### config.mk
export PLATFORM = sky130hd
export DESIGN_NAME = reg_file_mp
export DESIGN_NICKNAME = d
export VERILOG_FILES = /design/src/rtl/reg_file_pkg.sv /design/src/rtl/reg_file_mp_read_port.sv /design/src/rtl/reg_file_mp.sv
export SDC_FILE = /design/constraint.sdc
export NUM_CORES = 1
export LEC_CHECK = 0
export BUFFER_PORTS_ARGS = -buffer_cell sky130_fd_sc_hd__buf_2
export CAP_MARGIN = 20
export CORE_MARGIN = 2
export CORE_UTILIZATION = 55
export DETAILED_ROUTE_END_ITERATION = 10
export PLACE_DENSITY = 0.77
export SYNTH_ARGS = -nofsm -noshare
export SYNTH_HDL_FRONTEND = slang
export SYNTH_SLANG_ARGS = --single-unit
export TNS_END_PERCENT = 5
### constraint.sdc
create_clock -name clk -period 3.1 [get_ports clk]
set_input_delay 0.775 -clock clk [delete_from_list [all_inputs] [get_ports clk]]
set_output_delay 0.775 -clock clk [all_outputs]
set_load 0.1 [all_outputs]
### src/rtl/reg_file_pkg.sv
// Shared types and helpers for the multi-port register file.
package reg_file_pkg;

  typedef enum logic {
    RF_IDLE  = 1'b0,
    RF_CLEAR = 1'b1
  } rf_state_t;

  function automatic int rf_aw(input int n);
    return $clog2(n);
  endfunction

endpackage

### src/rtl/reg_file_mp_read_port.sv
// One combinational read mux; optional same-cycle write forwarding under REG_FILE_MP_BYPASS_EN.
module rf_read_port #(
  parameter int DW    = 16,
  parameter int NREGS = 16,
  parameter int AW    = 4
) (
  input  logic [AW-1:0]       idx_i,
  input  logic [NREGS*DW-1:0] mem_flat_i,
  input  logic                byp_vld_i,
  input  logic [AW-1:0]       byp_idx_i,
  input  logic [DW-1:0]       byp_data_i,
  input  logic                busy_i,
  output logic [DW-1:0]       data_o
);

  logic [DW-1:0] stored;

  assign stored = mem_flat_i[idx_i*DW +: DW];

`ifdef REG_FILE_MP_BYPASS_EN
  always_comb begin
    data_o = stored;
    if (byp_vld_i && (idx_i == byp_idx_i)) data_o = byp_data_i;
    // busy and index 0 win over forwarding
    if (busy_i || (idx_i == '0)) data_o = '0;
  end
`else
  logic unused_byp;
  assign unused_byp = ^{byp_vld_i, byp_idx_i, byp_data_i};

  always_comb begin
    data_o = stored;
    if (busy_i || (idx_i == '0)) data_o = '0;
  end
`endif

endmodule

### src/rtl/reg_file_mp.sv
// Parametrised multi-read-port register file with a sequential clear engine.
// Optional write-to-read forwarding: define REG_FILE_MP_BYPASS_EN.
module reg_file_mp
  import reg_file_pkg::*;
#(
  parameter int DW    = 16,
  parameter int NREGS = 16,
  parameter int NRD   = 2,
  localparam int AW   = rf_aw(NREGS)
) (
  input  logic              clk,
  input  logic              rst,
  input  logic              clr,
  input  logic              we,
  input  logic [AW-1:0]     wsel,
  input  logic [DW-1:0]     wdata,
  output logic [DW-1:0]     wcur,
  input  logic [NRD*AW-1:0] rsel,
  output logic [NRD*DW-1:0] rdata,
  output logic              busy
);

  // state      | meaning
  // RF_IDLE    | normal read/write operation
  // RF_CLEAR   | zeroing register cnt_q, one per cycle, writes discarded

  localparam logic [AW-1:0] LAST_IDX = AW'(NREGS - 1);

  rf_state_t     state_q, state_d;
  logic [AW-1:0] cnt_q, cnt_d;

  logic [DW-1:0]       mem_q [NREGS];
  logic [NREGS*DW-1:0] mem_flat;
  logic                wr_en;
  logic                clr_wr;

  assign busy   = (state_q == RF_CLEAR);
  assign wr_en  = !rst && (state_q == RF_IDLE) && we && (wsel != '0);
  assign clr_wr = !rst && (state_q == RF_CLEAR);

  always_comb begin
    state_d = state_q;
    cnt_d   = cnt_q;
    case (state_q)
      RF_IDLE: begin
        if (clr) begin
          state_d = RF_CLEAR;
          cnt_d   = AW'(1);
        end
      end
      RF_CLEAR: begin
        cnt_d = cnt_q + AW'(1);
        if (cnt_q == LAST_IDX) state_d = RF_IDLE;
      end
      default: begin
        state_d = RF_CLEAR;
        cnt_d   = AW'(1);
      end
    endcase
  end

  always_ff @(posedge clk) begin
    if (rst) begin
      state_q <= RF_CLEAR;
      cnt_q   <= AW'(1);
    end else begin
      state_q <= state_d;
      cnt_q   <= cnt_d;
    end
  end

  // Storage is never bulk-reset; the clear pass zeroes it one entry at a time.
  always_ff @(posedge clk) begin
    if (wr_en) begin
      mem_q[wsel] <= wdata;
    end else if (clr_wr) begin
      mem_q[cnt_q] <= '0;
    end
  end

  for (genvar i = 0; i < NREGS; i++) begin : g_flat
    assign mem_flat[i*DW +: DW] = mem_q[i];
  end

  for (genvar k = 0; k < NRD; k++) begin : g_rd
    rf_read_port #(
      .DW   (DW),
      .NREGS(NREGS),
      .AW   (AW)
    ) u_rd (
      .idx_i     (rsel[k*AW +: AW]),
      .mem_flat_i(mem_flat),
      .byp_vld_i (wr_en),
      .byp_idx_i (wsel),
      .byp_data_i(wdata),
      .busy_i    (busy),
      .data_o    (rdata[k*DW +: DW])
    );
  end

  rf_read_port #(
    .DW   (DW),
    .NREGS(NREGS),
    .AW   (AW)
  ) u_wcur (
    .idx_i     (wsel),
    .mem_flat_i(mem_flat),
    .byp_vld_i (wr_en),
    .byp_idx_i (wsel),
    .byp_data_i(wdata),
    .busy_i    (busy),
    .data_o    (wcur)
  );

endmodule

# Word-level counts from Yosys, hierarchy flattened
# Memory sizes are Yosys's and may differ from the RTL's.
# Cells that the tools add are included.
# word_totals
regBits	5
latch_bits	0
ramBits	256
rom_bits	0
inputBits	32
out_inout_bits	49
mem_count	1
# op_classes
n_addsub	1
mul	0
div	0
order_cmp	0
eq_ne	2
shift	3
n_mux	16
bitwise	1
reduce_logical	13
# memory_table
name	depth	word_bits	rd	rd_clocked_by_memory_dff	write_ports	line	rtl
mem_q	16	16	16	0	1	reg_file_mp.sv:32	logic [DW-1:0] mem_q [NREGS];
# op_table
cell	n
$shiftx 256x9->16	3
$mux 16	4
$reduce_or 16->1	1
$logic_not 4->1	3
$mux 1	8
$mux 4	2
$pmux 4 s2	1
$add 4x1->4 const B	1
$eq 4x4->1 const B	1
$logic_and 1x1->1	4
$reduce_bool 4->1	1
$logic_or 1x1->1	3
$ne 2x2->1 const B	1
$pmux 1 s2	1
$logic_not 1->1	1
$not 1->1	1

# Depth between registers and ports, before layout
# depth
ltp_word	8
depth_mapped	7
depth_no_buf	3

# Hierarchy
# From an unflattened synthesis, not the netlist that was laid out.
# unflattened
hier_cells	770
area_unflattened_um2	14691.6
# modules_own_cells
module	instances	cells_per_inst	area_each_um2	seq_area_each_um2
reg_file_mp	1	344	8333.0	7787.5
rf_read_port	3	142	2119.5	0.0

# Least setup slack after synthesis
# Ideal clock, no wire load.
# synth_timing
path_type	input -> output
startpoint	in rsel[0]
endpoint	out rdata[14]
t_arrival_ns	4.644
path_slack_ns	-2.319
cell_stages	5
path_buffers	3
cell_sequence	buf_2 -> buf_2 -> clkbuf_1 -> a221oi_1 -> o41ai_1
# synth_between
elab_chain_len	3
elab_cells_between_ends	4
# synth_rtl
element	line	rtl
start: declaration	reg_file_mp.sv:18	input logic [NRD*AW-1:0] rsel,
parallel branches: the longest is 2 deep, another holds $shiftx 256x9->16	-	
$mux 16 (*)	reg_file_mp_read_port.sv:33	if (busy_i || (idx_i == '0)) data_o = '0;
end: declaration	reg_file_mp.sv:19	output logic [NRD*DW-1:0] rdata,
# Every way passes the cells marked *.

# Worst setup path after layout
# layout_timing
startpoint	in rsel[4]
endpoint	out rdata[18]
# The elaborated chain is that of the path after synthesis.

==> results.md <==
* Drt via density at about 7.6
* Sequential-to-total area share from yosys stat at between 50% and 60%
* Status: complete, but fails checks
* Syn Inst Count at about 800
* Final hold slack at roughly 540 ps
* Synth cell types at a little under 50
* # hold bufs at CTS at 0
* Critical Path, Cell by Cell: buf_16 -> buf_12 -> mux4_2 -> a22o_1 -> a221o_1 -> buf_12
* Critical Path Sink Type: output port
* CP required at about 2300 ps
* P&R area growth vs syn at 31.4%
* Setup TNS at -321 ps
* Pwr Density at ~450 mW/mm^2
* Most frequent cells after synthesis: 240 x edfxtp_1, 143 x mux4_2, 46 x nor2_1, 35 x clkbuf_1, 34 x mux2_2
* Worst path slowest cell: mux4_2
* Die X at between 150 and 200 um
* Row count at 57
* Fin crit period at around 3200 ps
* Design area at between 0.015 and 0.02 mm^2
* RSZ-0062 raised after global routing: true
* First-pass GRT wire length at roughly 65000 um
* Worst vdd ir at between 0.3 and 0.4 mV
* H-tree Lvls at 1
* Most common cell in the netlist: edfxtp_1
* Synth Warn # at 0
* Die height at approximately 160 um
* Final #Nets at roughly 1000
* Total GRT Usage at 34.5%
* Syn nets at 831
* Leakage at 6.02 nW
* Die area at roughly 0.026 mm^2
* Routed WL at 46200 um
* Top cell type's share of synthesized area at a little over half
* Core Box Area at around 0.024 mm^2
* Fin. Hold Viols at 0
* CTS buffer count at 26
* Fin. max-slew vios at 0
* Clk buf depth at 3
* CTS root buf: clkbuf_16
* Worst EP arrival at about 2400 ps
* # port buffers at 80
* I/O pins at between 80 and 90
* Final period utilization at 102%
* N_diodes at 0
* Routability-driven placement congestion ratio at between 0.9 and 1
* Initial antenna violation count at 0
* Post-synth EDFFs at 240
* Initial Utilization at between 50 and 60%
* Hold Path Class: input port to register
* Most used cell, CP: buf_12
* Cell Area, Placed at 0.0163 mm^2
* Relative slew slack at between 40% and 50%
* Largest net degree at the start of global routing at 25
* Dpl hpwl at between 20000 and 30000 um
* Failing checks: negative setup slack
* Setup violators final at 13
* Clk sinks at between 200 and 250
* Largest stage delay, worst path at approximately 500 ps
* Drt first pass iters at 6
* Asr flop ratio synth at 0%
* DR iter-0 viols at 1874
* Fmax at roughly 0.32 GHz
* TritonCTS clock tree: yes
* Leading area contributor after synthesis: edfxtp_1
* DRC at 0
* Antenna Violating Nets Remaining at 0
* Reg clk slew, reported paths at 60 ps
* Synth top area cells: edfxtp_1 54%, mux4_2 24%, mux2_2 2.9%, mux2i_1 2.3%, a221oi_1 2.1%
* Syn Area/Cell at 16.8 um^2
* Commonest register cell after synthesis: edfxtp_1
* Routed wire length per instance at between 30 and 40 um
* Startpoint Class: input port
* Total gr overflow at 0
* FF+latch count, synth at between 200 and 250
* Vias in the first global route at ~10000
* Clk_lat worst skew at approximately 540 ps
* Post-route setup slack at -63.6 ps
* Worst Tran Pin Value at around 790 ps
* Setup Crit Path Kind: input port to output port
* Netlist Area Pre-Place at 0.0134 mm^2
* Via count at 10100
* Crit path max fanout at 9
* Share of cells above drive strength 1 at a little over half
* Max-cap violation count at 0
* Post-layout util at between 70% and 80%
* Clock Skew at 24.8 ps
through the flow:
step,total power (W),worst slack (ps),instances
finish,0.00797,-63.6,1320
global route,0.00815,-84.2,1320
CTS,0.00791,-27.8,1316
detailed placement,0.00468,-203,1264
global placement,0.00465,-148,1264
floorplan,0.00434,-686,798
sequential cells by signal, summed over array words and instances (netlist names):
| register | cells |
|---|---|
| busy | 1 |
| cnt_q | 4 |
| mem_q | 240 |
per-layer routing:
layer	share of wire [%]	track usage (%)
met5	0	0
met1	34	47.8
met3	13	6.57
met2	47	53.2
met4	6.2	17.1
worst max-delay path, delay by kind of cell:
kind	cells	cell delay (ps)
multiplexers	1	500
AO/OA/AOI/OAI	2	570
buffers and inverters	3	510
placed cells by master (no fill, tap or decap), drive strengths merged, types with 4 or more instances in the layout:
master,instances
a221o,15
a221oi,32
a22o,15
a22oi,31
a31oi,4
and2,16
buf,223
bufinv,4
clkbuf,35
clkinv,12
dfxtp,5
edfxtp,240
inv,4
mux2,34
mux2i,31
mux4,143
nand2,20
nand2b,4
nor2,46
nor2b,8
nor3b,5
o31ai,30
logic make-up after synthesis:
family	Yosys count	share of synthesized area (%)
simple gates	114	4.41
mux	208	29.2
compound gates	147	8.94
flops	245	54.5
fa+ha+maj	1	0.0933
buf+inv	83	2.87
worst paths after layout:
| check | startpoint | end | slack, ps | cells after the start |
|---|---|---|---|---|
| worst max-delay path | rsel[4] | rdata[18] | -60 | 6 |
| worst min-delay path | rst | cnt_q[1] | 540 | 2 |
| worst min register to register | cnt_q[3] | busy | 610 | 2 |
| worst max register to register | busy | mem_q[15][10] | 500 | 5 |
what timing repair did:
action | in CTS | in global routing
endpoints found under the hold margin | 0 | 0
pin swaps | 16 | 4
gates resized for setup | 66 | 11
buffers inserted | 2 | 0
endpoints found under the setup margin | 46 | 39
gates cloned | 2 | 4
cell type report:
class / count / area, um^2
sequential: 245 / 7310
fill: 1371 / 6490
multi-input combinational: 470 / 6310
timing repair buffer: 228 / 2680
clock buffer: 30 / 687
tap: 324 / 405
clock inverter: 18 / 196
inverter: 5 / 18.8
power by group:
part	switching, W	internal (W)
Clock	0.00134	0.00192
Combinational	0.000510	0.000448
Sequential	0.0000452	0.00370
Total	0.00190	0.00607
Note: power is estimated with default switching activity, not from simulation.
